`src/rtl/stereo_pkg.sv`:
```
`default_nettype none
// ============================================================================
// Module      : stereo_pkg
// Description : Shared geometry constants and WTA state type for the stereo
//               block-matching pipeline (SSD unit and disparity search).
// Revision    : 1.0 - initial release
// ============================================================================
package stereo_pkg;

    localparam int IMG_W    = 240;
    localparam int IMG_H    = 320;
    localparam int BLOCK    = 6;
    localparam int X_W      = 9;
    localparam int Y_W      = 10;
    localparam int SSD_W    = 23;
    localparam int MAX_DISP = 16;
    localparam int D_W      = 6;

    typedef enum logic [1:0] {
        IDLE  = 2'd0,
        ISSUE = 2'd1,
        WAIT  = 2'd2,
        DONE  = 2'd3
    } wta_state_t;

endpackage
`default_nettype wire

```
`src/rtl/disparity_search_wta.sv`:
```
`default_nettype none
// ============================================================================
// Module      : disparity_search_wta
// Description : Issues one SSD request per candidate disparity for a 6x6 left
//               block and reports the winner-take-all disparity and its SSD.
// Revision    : 1.0 - initial release
// ============================================================================
module disparity_search_wta #(
    parameter int MAX_DISP = stereo_pkg::MAX_DISP,
    parameter int BLOCK    = stereo_pkg::BLOCK,
    parameter int IMG_W    = stereo_pkg::IMG_W,
    parameter int X_W      = stereo_pkg::X_W,
    parameter int Y_W      = stereo_pkg::Y_W,
    parameter int SSD_W    = stereo_pkg::SSD_W,
    parameter int D_W      = stereo_pkg::D_W
) (
    input  logic             clk_in,
    input  logic             rst_in,
    input  logic             start_in,
    input  logic [X_W-1:0]   left_x_in,
    input  logic [Y_W-1:0]   left_y_in,
    output logic             busy_out,
    output logic             ssd_valid_out,
    output logic [X_W-1:0]   ssd_left_x_out,
    output logic [X_W-1:0]   ssd_right_x_out,
    output logic [Y_W-1:0]   ssd_y_out,
    input  logic             ssd_valid_in,
    input  logic [SSD_W-1:0] ssd_in,
    output logic             valid_out,
    output logic [D_W-1:0]   disp_out,
    output logic [SSD_W-1:0] min_ssd_out,
    output logic             no_match_out
);
    import stereo_pkg::*;

    // Counter is one wider than needed for MAX_DISP-1 so it can reach MAX_DISP.
    localparam int                 c_cnt_w    = $clog2(MAX_DISP + 1);
    localparam logic [c_cnt_w-1:0] c_max_disp = c_cnt_w'(MAX_DISP);
    localparam logic [X_W:0]       c_img_w    = (X_W + 1)'(IMG_W);
    localparam logic [X_W:0]       c_block    = (X_W + 1)'(BLOCK);

    wta_state_t         state_q,    state_d;
    logic [X_W-1:0]     left_x_q,   left_x_d;
    logic [Y_W-1:0]     left_y_q,   left_y_d;
    logic [c_cnt_w-1:0] d_q,        d_d;
    logic [D_W-1:0]     best_d_q,   best_d_d;
    logic [SSD_W-1:0]   best_ssd_q, best_ssd_d;
    logic [D_W-1:0]     disp_q,     disp_d;
    logic [SSD_W-1:0]   min_ssd_q,  min_ssd_d;
    logic               no_match_q, no_match_d;

    logic [X_W:0]       right_x_ext;
    logic [X_W:0]       block_end;
    logic               stop;

    // One extra bit keeps left_x + d + BLOCK from wrapping before the edge test.
    assign right_x_ext = {1'b0, left_x_q} + (X_W + 1)'(d_q);
    assign block_end   = right_x_ext + c_block;
    assign stop        = (block_end > c_img_w) || (d_q == c_max_disp);

    always_ff @(posedge clk_in) begin
        if (rst_in) begin
            state_q    <= IDLE;
            left_x_q   <= '0;
            left_y_q   <= '0;
            d_q        <= '0;
            best_d_q   <= '0;
            best_ssd_q <= '1;
            disp_q     <= '0;
            min_ssd_q  <= '1;
            no_match_q <= 1'b0;
        end else begin
            state_q    <= state_d;
            left_x_q   <= left_x_d;
            left_y_q   <= left_y_d;
            d_q        <= d_d;
            best_d_q   <= best_d_d;
            best_ssd_q <= best_ssd_d;
            disp_q     <= disp_d;
            min_ssd_q  <= min_ssd_d;
            no_match_q <= no_match_d;
        end
    end

    always_comb begin
        state_d    = state_q;
        left_x_d   = left_x_q;
        left_y_d   = left_y_q;
        d_d        = d_q;
        best_d_d   = best_d_q;
        best_ssd_d = best_ssd_q;
        disp_d     = disp_q;
        min_ssd_d  = min_ssd_q;
        no_match_d = no_match_q;
        case (state_q)
            IDLE: begin
                if (start_in) begin
                    left_x_d   = left_x_in;
                    left_y_d   = left_y_in;
                    d_d        = '0;
                    best_d_d   = '0;
                    best_ssd_d = '1;
                    state_d    = ISSUE;
                end
            end
            ISSUE: begin
                if (stop) begin
                    disp_d     = best_d_q;
                    min_ssd_d  = best_ssd_q;
                    no_match_d = (d_q == '0);
                    state_d    = DONE;
                end else begin
                    state_d    = WAIT;
                end
            end
            WAIT: begin
                if (ssd_valid_in) begin
                    // Strict compare: on a tie the earlier (smaller) disparity wins.
                    if (ssd_in < best_ssd_q) begin
                        best_ssd_d = ssd_in;
                        best_d_d   = D_W'(d_q);
                    end
                    d_d     = d_q + c_cnt_w'(1);
                    state_d = ISSUE;
                end
            end
            DONE: begin
                state_d = IDLE;
            end
            default: begin
                state_d = IDLE;
            end
        endcase
    end

    always_comb begin
        busy_out      = (state_q == ISSUE) || (state_q == WAIT);
        ssd_valid_out = (state_q == ISSUE) && !stop;
        valid_out     = (state_q == DONE);
    end

    assign ssd_left_x_out  = left_x_q;
    assign ssd_right_x_out = right_x_ext[X_W-1:0];
    assign ssd_y_out       = left_y_q;
    assign disp_out        = disp_q;
    assign min_ssd_out     = min_ssd_q;
    assign no_match_out    = no_match_q;

endmodule
`default_nettype wire

```
`config.mk`:
```
export PLATFORM = sky130hd
export DESIGN_NAME = disparity_search_wta
export DESIGN_NICKNAME = d
export VERILOG_FILES = /design/src/rtl/stereo_pkg.sv /design/src/rtl/disparity_search_wta.sv
export SDC_FILE = /design/constraint.sdc
export NUM_CORES = 1
export LEC_CHECK = 0
export ABC_AREA = 1
export CORE_UTILIZATION = 25
export CTS_CLUSTER_SIZE = 16
export DETAILED_ROUTE_END_ITERATION = 8
export GPL_TIMING_DRIVEN = 0
export SYNTH_ARGS = -nofsm -noshare
export SYNTH_HDL_FRONTEND = slang
export SYNTH_SLANG_ARGS = --single-unit
```
`constraint.sdc`:
```
create_clock -name clk_in -period 4.41 [get_ports clk_in]
set_input_delay 0.882 -clock clk_in [delete_from_list [all_inputs] [get_ports clk_in]]
set_output_delay 0.882 -clock clk_in [all_outputs]
set_load 0.02 [all_outputs]
```
# Yosys cells after proc, flatten, opt, wreduce, memory -nomap -nowiden
# Cells that the tools add are included.
[word_totals]
reg_bits = 85
inputBits = 46
elab_cells = 48
[classes]
n_addsub = 3
n_lt_le_gt_ge = 2
n_eq_ne = 7
muxes = 15
n_reduce_logical = 12
[ops]
columns = ["op", "n"]
rows = [
  ["23-bit two-way mux", 3],
  ["23-bit case mux with 2 select lines", 1],
  ["23-bit less-than comparator", 1],
  ["6-bit two-way mux", 3],
  ["6-bit case mux with 2 select lines", 1],
  ["10-bit by 3-bit adder with 10-bit output (second input constant)", 1],
  ["9-bit by 5-bit adder with 10-bit output", 1],
  ["10-bit by 8-bit greater-than comparator with 1-bit output (second input constant)", 1],
  ["5-bit two-way mux", 2],
  ["5-bit case mux with 2 select lines", 1],
  ["2-bit case mux with 4 select lines", 1],
  ["2-bit != test (second input constant)", 3],
  ["2-bit AND reduction", 3],
  ["5-bit by 1-bit adder with 5-bit output (second input constant)", 1],
  ["5-bit == test (second input constant)", 1],
  ["5-bit logical NOT", 1],
  ["2-bit == test (second input constant)", 2],
  ["2-bit two-way mux", 2],
  ["4-bit AND reduction", 1],
  ["3-bit AND reduction", 1],
  ["2-bit by 1-bit == test with 1-bit output (second input constant)", 1],
  ["2-bit logical NOT", 1],
  ["1-bit logical OR", 2],
  ["2-bit nonzero test", 1],
  ["other kinds (3)", 3],
]

# Longest topological paths before layout
# Gate-level depths: netlist of run 1.
[depth]
depth_word = 6
ltp_mapped = 21
mapped_depth_nobuf = 21

# Worst setup path after synthesis of run 1
# No wires, ideal clock.
[synth_path]
path_kind = "register to output"
start = "register left_x_q[0] (netlist: ssd_left_x_out[0])"
end = "output ssd_valid_out"
arrival_ns = 2.359
path_slack_ns = 1.169
path_stages_with_launch = 16
n_path_buf = 0
cell_sequence = "dfxtp_1 ha_1 inv_1 fa_1 inv_1 nand2_2 nand2_2 nand2_2 o21ai_0 xnor2_1 inv_1 nand2_1 inv_2 nor2_4 nand4_1 inv_1"
[synth_between]
elab_chain_len = 6
[synth_lines]
columns = ["item", "line_no", "source"]
rows = [
  ["start, declared", "disparity_search_wta.sv:43", "logic [X_W-1:0] left_x_q, left_x_d;"],
  ["start signal, assigned", "disparity_search_wta.sv:74", "left_x_q <= left_x_d;"],
  ["9-bit by 5-bit adder with 10-bit output", "disparity_search_wta.sv:57", "assign right_x_ext = {1'b0, left_x_q} + (X_W + 1)'(d_q);"],
  ["named net ssd_right_x_out[8]", "disparity_search_wta.sv:25", "output logic [X_W-1:0] ssd_right_x_out,"],
  ["10-bit by 3-bit adder with 10-bit output", "disparity_search_wta.sv:58", "assign block_end = right_x_ext + c_block;"],
  ["10-bit by 8-bit greater-than comparator with 1-bit output", "disparity_search_wta.sv:59", "assign stop = (block_end > c_img_w) || (d_q == c_max_disp);"],
  ["1-bit logical OR", "disparity_search_wta.sv:59", ""],
  ["1-bit logical NOT", "disparity_search_wta.sv:138", "ssd_valid_out = (state_q == ISSUE) && !stop;"],
  ["1-bit logical AND", "disparity_search_wta.sv:138", ""],
  ["end, declared", "disparity_search_wta.sv:23", "output logic ssd_valid_out,"],
]
# The timed path passes the listed nets, and every way through them passes these cells.

# Worst setup path after layout of run 1
[layout_path]
start = "register d_q[0]"
end = "output ssd_valid_out"
[layout_between]
elab_chain_len = 6
elab_cells_between_ends = 7
cone_classes = "add/sub (2); order compare (1); eq/ne (1); reduce/logical (3)"
[layout_lines]
columns = ["item", "line_no", "source"]
rows = [
  ["start, declared", "disparity_search_wta.sv:45", "logic [c_cnt_w-1:0] d_q, d_d;"],
  ["start signal, assigned", "disparity_search_wta.sv:66", "d_q <= '0;"],
  ["start signal, assigned", "disparity_search_wta.sv:76", "d_q <= d_d;"],
  ["9-bit by 5-bit adder with 10-bit output", "disparity_search_wta.sv:57", ""],
  ["10-bit by 3-bit adder with 10-bit output", "disparity_search_wta.sv:58", ""],
  ["10-bit by 8-bit greater-than comparator with 1-bit output", "disparity_search_wta.sv:59", ""],
  ["1-bit logical OR *", "disparity_search_wta.sv:59", ""],
  ["1-bit logical NOT *", "disparity_search_wta.sv:138", ""],
  ["1-bit logical AND *", "disparity_search_wta.sv:138", ""],
]
# Mark *: on every way between the ends. The rest lies on a longest branch, timed or not.

==> impl_metrics.toml, run 1 <==
[placed_design]
dp_cells = 906
io_buffers = 105
place_hpwl_um = 9184
gp_congestion = 0.7964
pre_cts_ws_ns = 0.4551

[finish]
fin_cells = 923
drive_gt1_share_pct = 5.832
most-common-layout-cells = "clkdlybuf4s50_1, nand2_1, dfxtp_1"
layout.nets = 780
fillerInstances = 1831
final_common_cell = "clkdlybuf4s50_1"
diodes = 0
area_growth_syn_to_layout_pct = 38.24

[floorplan]
start_util_pct = 25.73
die_w_um = 133.1
pin_count = 107
die_h_um = 133.1
coreArea_sq_um = 16700
num_rows = 47
die_area_sq_um = 17710

[worst_setup_path]
crit_chain = "ha_1, inv_1, fa_1, nand2_1, nand2_2, ha_1, inv_1, nand3_1, nor2_1, nand2_1, nor2_1, nor2_1, nand2_1, nand4_1, inv_1, dlymetal6s2s_1"
worstSetupStartpointType = "flop"
cp_data_required_time_ns = 3.53
max_stage_delay_ns = 0.39
crit_cells = 16
endpoint_kind = "output port"
reg2regPathDepth = 19
criticalPathCategory = "flop to output port"
slowest_stage = "dfxtp_1"
path_max_fanout = 4
cp_num_buf_inv = 4
cp_top_family = "simple AND/OR/NAND/NOR gates"
cp.arrival_ns = 2.93

[sta]
whs_ns = 0.4575
slew_headroom_pct = 63.02
fmax_mhz = 262.1
period_share_pct = 86.51
final_max_slew_viol_count = 0
finalHoldViolCount = 0
setup_viol = 0
worst_slack_ns = 0.5949
clock_skew_ns = 0.005357
rsz0062_at_grt = "false"
fin_setup_tns_ns = 0
min_period_ns = 3.815
tightestPinTransition_ns = 0.5548

[global_routing]
grt_pass1_wl_um = 19210
grt_util_all_layers_pct = 13.54
grt_max_degree = 17
grt_pass1_vias = 3861
overflow = 0
antenna_found_initial = 0

[yosys]
ys_seq_elements = 83
syn-cell-area_sq_um = 4297
ys_types = 33
synth_flop_cell = "dfxtp_1"
synth-warning-count = 0
syn_nets = 663
synthCells = 581
synth_enable_flop_cells = 0
ys_seq_area_share_pct = 38.67
syn_area_per_cell_sq_um = 7.395
async_flop_share_pct = 0

[route]
drc = 0
ant_nets = 0
routed_wl_um = 11780
drtPass1Iterations = 4
wl_per_cell_um = 12.76
drt_iter0_markers = 139
num_vias = 4053
vias_per_cell = 4.391

[power]
leakage_nw = 2.712
ir_drop_v = 0.0002106
p_per_area_nw_per_um2 = 519.4

[clocking]
clk_latency_ns = 0.34
cts_buffers = 9
cts_max_path_buffers = 2
h-tree-depth = 3
holdBufCountCts = 0
clock-sinks = 83
cts_tree = "done"
path_clk_slew_ns = 0.07
clock-root-buffer = "clkbuf_16"

[flow_run]
maxCapViolCount = 0

[min_path]
hp-class = "flop to flop"
min_delay_path_depth = 2

[status]
outcome = "completed"
[where the power goes]
part | total, mW | switching (mW) | internal (mW)
clock | 0.783 | 0.334 | 0.449
combinational | 1.26 | 0.760 | 0.502
sequential | 1.04 | 0.111 | 0.929
[worst reg2reg max path, delay by kind of cell, from the launching register on]
kind | cells | cell delay, ns
buffers and inverters | 3 | 0.35
AND/OR/NAND/NOR | 13 | 1.24
adder cells (fa/ha/maj) | 3 | 0.79
flip-flops | 1 | 0.39
[synth_stat cells, types with 2 or more instances]
library cell / n / area [sq um]
nand2_1: 88 / 330.3
dfxtp_1: 83 / 1662
nand3_1: 70 / 350.3
inv_1: 61 / 229.0
nor2_1: 59 / 221.5
o21ai_0: 54 / 270.3
a21oi_1: 36 / 180.2
ha_1: 35 / 437.9
o211ai_1: 23 / 172.7
clkbuf_1: 18 / 67.56
nand2_2: 9 / 56.30
nand4_1: 7 / 43.79
buf_1: 5 / 18.77
nand3b_1: 5 / 37.54
buf_4: 3 / 22.52
inv_2: 3 / 11.26
nor3_1: 3 / 15.01
buf_2: 2 / 10.01
nor2_2: 2 / 12.51
nor3b_1: 2 / 15.01
[path summary, 6_finish.rpt]
check	from	endpoint	slack (ns)
worst max register to register	d_q[0]$_SDFFE_PP0P_	min_ssd_out[6]$_SDFFE_PP1P_	1.50
worst min register to register	min_ssd_out[16]$_SDFFE_PP1P_	min_ssd_out[16]$_SDFFE_PP1P_	0.46
worst max-delay path	d_q[0]$_SDFFE_PP0P_	ssd_valid_out	0.59
worst min-delay path	min_ssd_out[16]$_SDFFE_PP1P_	min_ssd_out[16]$_SDFFE_PP1P_	0.46
[per-layer routing]
| metal | routed length, um | track usage [%] | vias to the layer above |
|---|---|---|---|
| met5 | 0 | 0 | - |
| met4 | 125 | 3.977 | 0 |
| met3 | 407 | 2.854 | 8 |
| met2 | 5527 | 22.77 | 55 |
| met1 | 5721 | 17.40 | 1809 |
| li1 | - | - | 2181 |
[registers in the layout, summed over array words and instances, names as in the netlist]
signal and count:
best_d_q 5, best_ssd_q 23, d_q 5, disp_out 5, min_ssd_out 23, no_match_out 1, ssd_left_x_out 9, ssd_y_out 10
state_q 2
[timing repair]
item	4_1_cts	5_1_grt
gates resized for setup	0	1
buffers inserted	0	1
endpoints found under the setup margin	0	1
[stage by stage]
stage          power [mW]  utilization, %  area, sq um
6_report            3.085           35.56         5939
3_5_place_dp        2.317           33.67         5623
3_3_place_gp        2.308           33.67         5623
2_1_floorplan       1.858               -         4297
4_1_cts             3.121           35.50         5929
5_1_grt             3.331           35.56         5939
[cell families after synthesis]
group                      Yosys count  synth area share, %
DFF                                 83                38.67
other                                1              0.08728
and+or+nand+nor                    250                26.50
xor gates and xnor gates             2               0.4078
adders and majority gates           36                10.66
buffers and inverters               93                8.620
AOI/OAI and AO/OA                  116                15.06
[cell type report]
cell class / instances / area, sq um / area share (%)
multi-input combinational: 405 / 2265 / 38.13
clock inverter: 7 / 81.33 / 1.369
timing repair buffer: 106 / 1061 / 17.86
clock buffer: 9 / 225.2 / 3.792
buffer: 29 / 130.1 / 2.191
inverter: 64 / 240.2 / 4.045
sequential: 83 / 1662 / 27.98
tap: 220 / 275.3 / 4.635
Note: power is estimated with default switching activity, not from simulation.
==> inputs of run 2 (changes only) <==
--- a/config.mk
+++ b/config.mk
@@ -10,6 +10,7 @@
 export CTS_CLUSTER_SIZE = 16
 export DETAILED_ROUTE_END_ITERATION = 8
 export GPL_TIMING_DRIVEN = 0
+export SETUP_SLACK_MARGIN = 0.4
 export SYNTH_ARGS = -nofsm -noshare
 export SYNTH_HDL_FRONTEND = slang
 export SYNTH_SLANG_ARGS = --single-unit
==> run 2 against run 1 <==
Net effect: clock skew unchanged; global-route usage about the same; cell area down 0.11%; count of clock-buffer cells in the layout unchanged; worst setup slack better by 0.096 ns; wire length about the same; worst hold slack unchanged; final cell count unchanged; sequential power about the same; core utilization about the same; highest routed layer unchanged; maximum frequency up 2.6%.
==> impl_metrics.toml, run 2 (synthesized netlist as in run 1, its figures left out) <==
[worst_setup_path]
criticalPathCategory = "flop to output port"
crit_chain = "ha_1, inv_1, fa_1, nand2_1, nand2_2, ha_1, inv_1, nand3_1, nor2_1, nand2_1, nor2_1, nor2_1, nand2_1, nand4_1, inv_1, clkbuf_2"
cp.arrival_ns = 2.84
path_max_fanout = 4
cp_num_buf_inv = 4
cp_top_family = "simple AND/OR/NAND/NOR gates"
slowest_stage = "fa_1"
cp_data_required_time_ns = 3.53
endpoint_kind = "output port"
worstSetupStartpointType = "flop"
max_stage_delay_ns = 0.38

[placed_design]
dp_cells = 906
pre_cts_ws_ns = 0.4551
place_hpwl_um = 9184
postPlaceCellArea_sq_um = 5623
gp_congestion = 0.7964
io_buffers = 105

[route]
vias_per_cell = 4.392
ant_nets = 0
routed_wl_um = 11780
wl_per_cell_um = 12.76
drtPass1Iterations = 4
num_vias = 4054
drt_iter0_markers = 139
drc = 0

[global_routing]
grt_pass1_wl_um = 19240
grt_pass1_vias = 3870
grt_max_degree = 17
overflow = 0
antenna_found_initial = 0
grt_util_all_layers_pct = 13.56

[power]
p_per_area_nw_per_um2 = 519.6
ir_drop_v = 0.0002105
leakage_nw = 2.698

[clocking]
h-tree-depth = 3
cts_buffers = 9
cts_max_path_buffers = 2
clock-root-buffer = "clkbuf_16"
path_clk_slew_ns = 0.07
cts_tree = "done"
clock-sinks = 83
clk_latency_ns = 0.34

[sta]
setup_viol = 0
final_max_slew_viol_count = 0
worst_slack_ns = 0.6908
slew_headroom_pct = 62.75
min_period_ns = 3.719
fin_setup_tns_ns = 0
clock_skew_ns = 0.005357
fmax_mhz = 268.9
tightestPinTransition_ns = 0.5587
rsz0062_at_grt = "false"
period_share_pct = 84.33
finalHoldViolCount = 0

[finish]
final_area_sq_um = 5933
diodes = 0
final_common_cell = "clkdlybuf4s50_1"
most-common-layout-cells = "clkdlybuf4s50_1, nand2_1, dfxtp_1"
fin_cells = 923
final_util_pct = 35.53
drive_gt1_share_pct = 6.117
layout.nets = 780
area_growth_syn_to_layout_pct = 38.09
fillerInstances = 1832

[floorplan]
coreArea_sq_um = 16700
num_rows = 47
start_util_pct = 25.73
die_h_um = 133.1
pin_count = 107
die_w_um = 133.1
die_area_sq_um = 17710

[flow_run]
maxCapViolCount = 0

[min_path]
hp-class = "flop to flop"

[status]
outcome = "completed"
## run 2: tightest hold or removal path, delay by kind of cell, from the launching register on
family | cells | cell delay (ns)
flip-flops | 1 | 0.33
AND/OR/NAND/NOR | 2 | 0.10
## run 2: what timing repair did
action / 4_1_cts / 5_1_grt
hold buffers: 0 / 0
pin swaps: 1 / 0
setup endpoints to repair: 1 / 1
setup buffers: 1 / 0
resized for setup: 1 / 3
## run 2: where the power goes
part	switching [mW]	total, mW	internal [mW]
logic	0.761	1.26	0.499
registers	0.111	1.04	0.929
clock network	0.334	0.783	0.449
## run 2: worst paths after layout
kind	from	end	slack (ns)	cells past startpoint
max reg2reg	d_q[0]$_SDFFE_PP0P_	min_ssd_out[6]$_SDFFE_PP1P_	1.55	19
min reg2reg	min_ssd_out[16]$_SDFFE_PP1P_	min_ssd_out[16]$_SDFFE_PP1P_	0.46	2
max	d_q[0]$_SDFFE_PP0P_	ssd_valid_out	0.69	16
min	min_ssd_out[16]$_SDFFE_PP1P_	min_ssd_out[16]$_SDFFE_PP1P_	0.46	2
## run 2: layout make-up
cell class	count	area, sq um	area share (%)
Multi-Input combinational cell	405	2265	38.17
Buffer	29	130.1	2.193
Tap cell	220	275.3	4.639
Timing Repair Buffer	106	1054	17.76
Clock buffer	9	225.2	3.796
Clock inverter	7	81.33	1.371
Inverter	64	240.2	4.049
Sequential cell	83	1663	28.03
## run 2: metrics by stage
| stage | hold slack, ns | total power, mW |
|---|---|---|
| floorplan | 0.4340 | 1.858 |
| global placement | 0.4414 | 2.308 |
| detailed placement | 0.4431 | 2.317 |
| CTS | 0.4610 | 3.123 |
| global route | 0.4741 | 3.329 |
| finish | 0.4575 | 3.083 |
## run 2: routing by layer
layer | global-route usage (%) | vias up | part of all wire [%]
met5 | 0 | - | 0
met2 | 22.83 | 55 | 47
met4 | 3.977 | 0 | 1.1
li1 | - | 2182 | -
met3 | 2.854 | 8 | 3.5
met1 | 17.40 | 1809 | 49
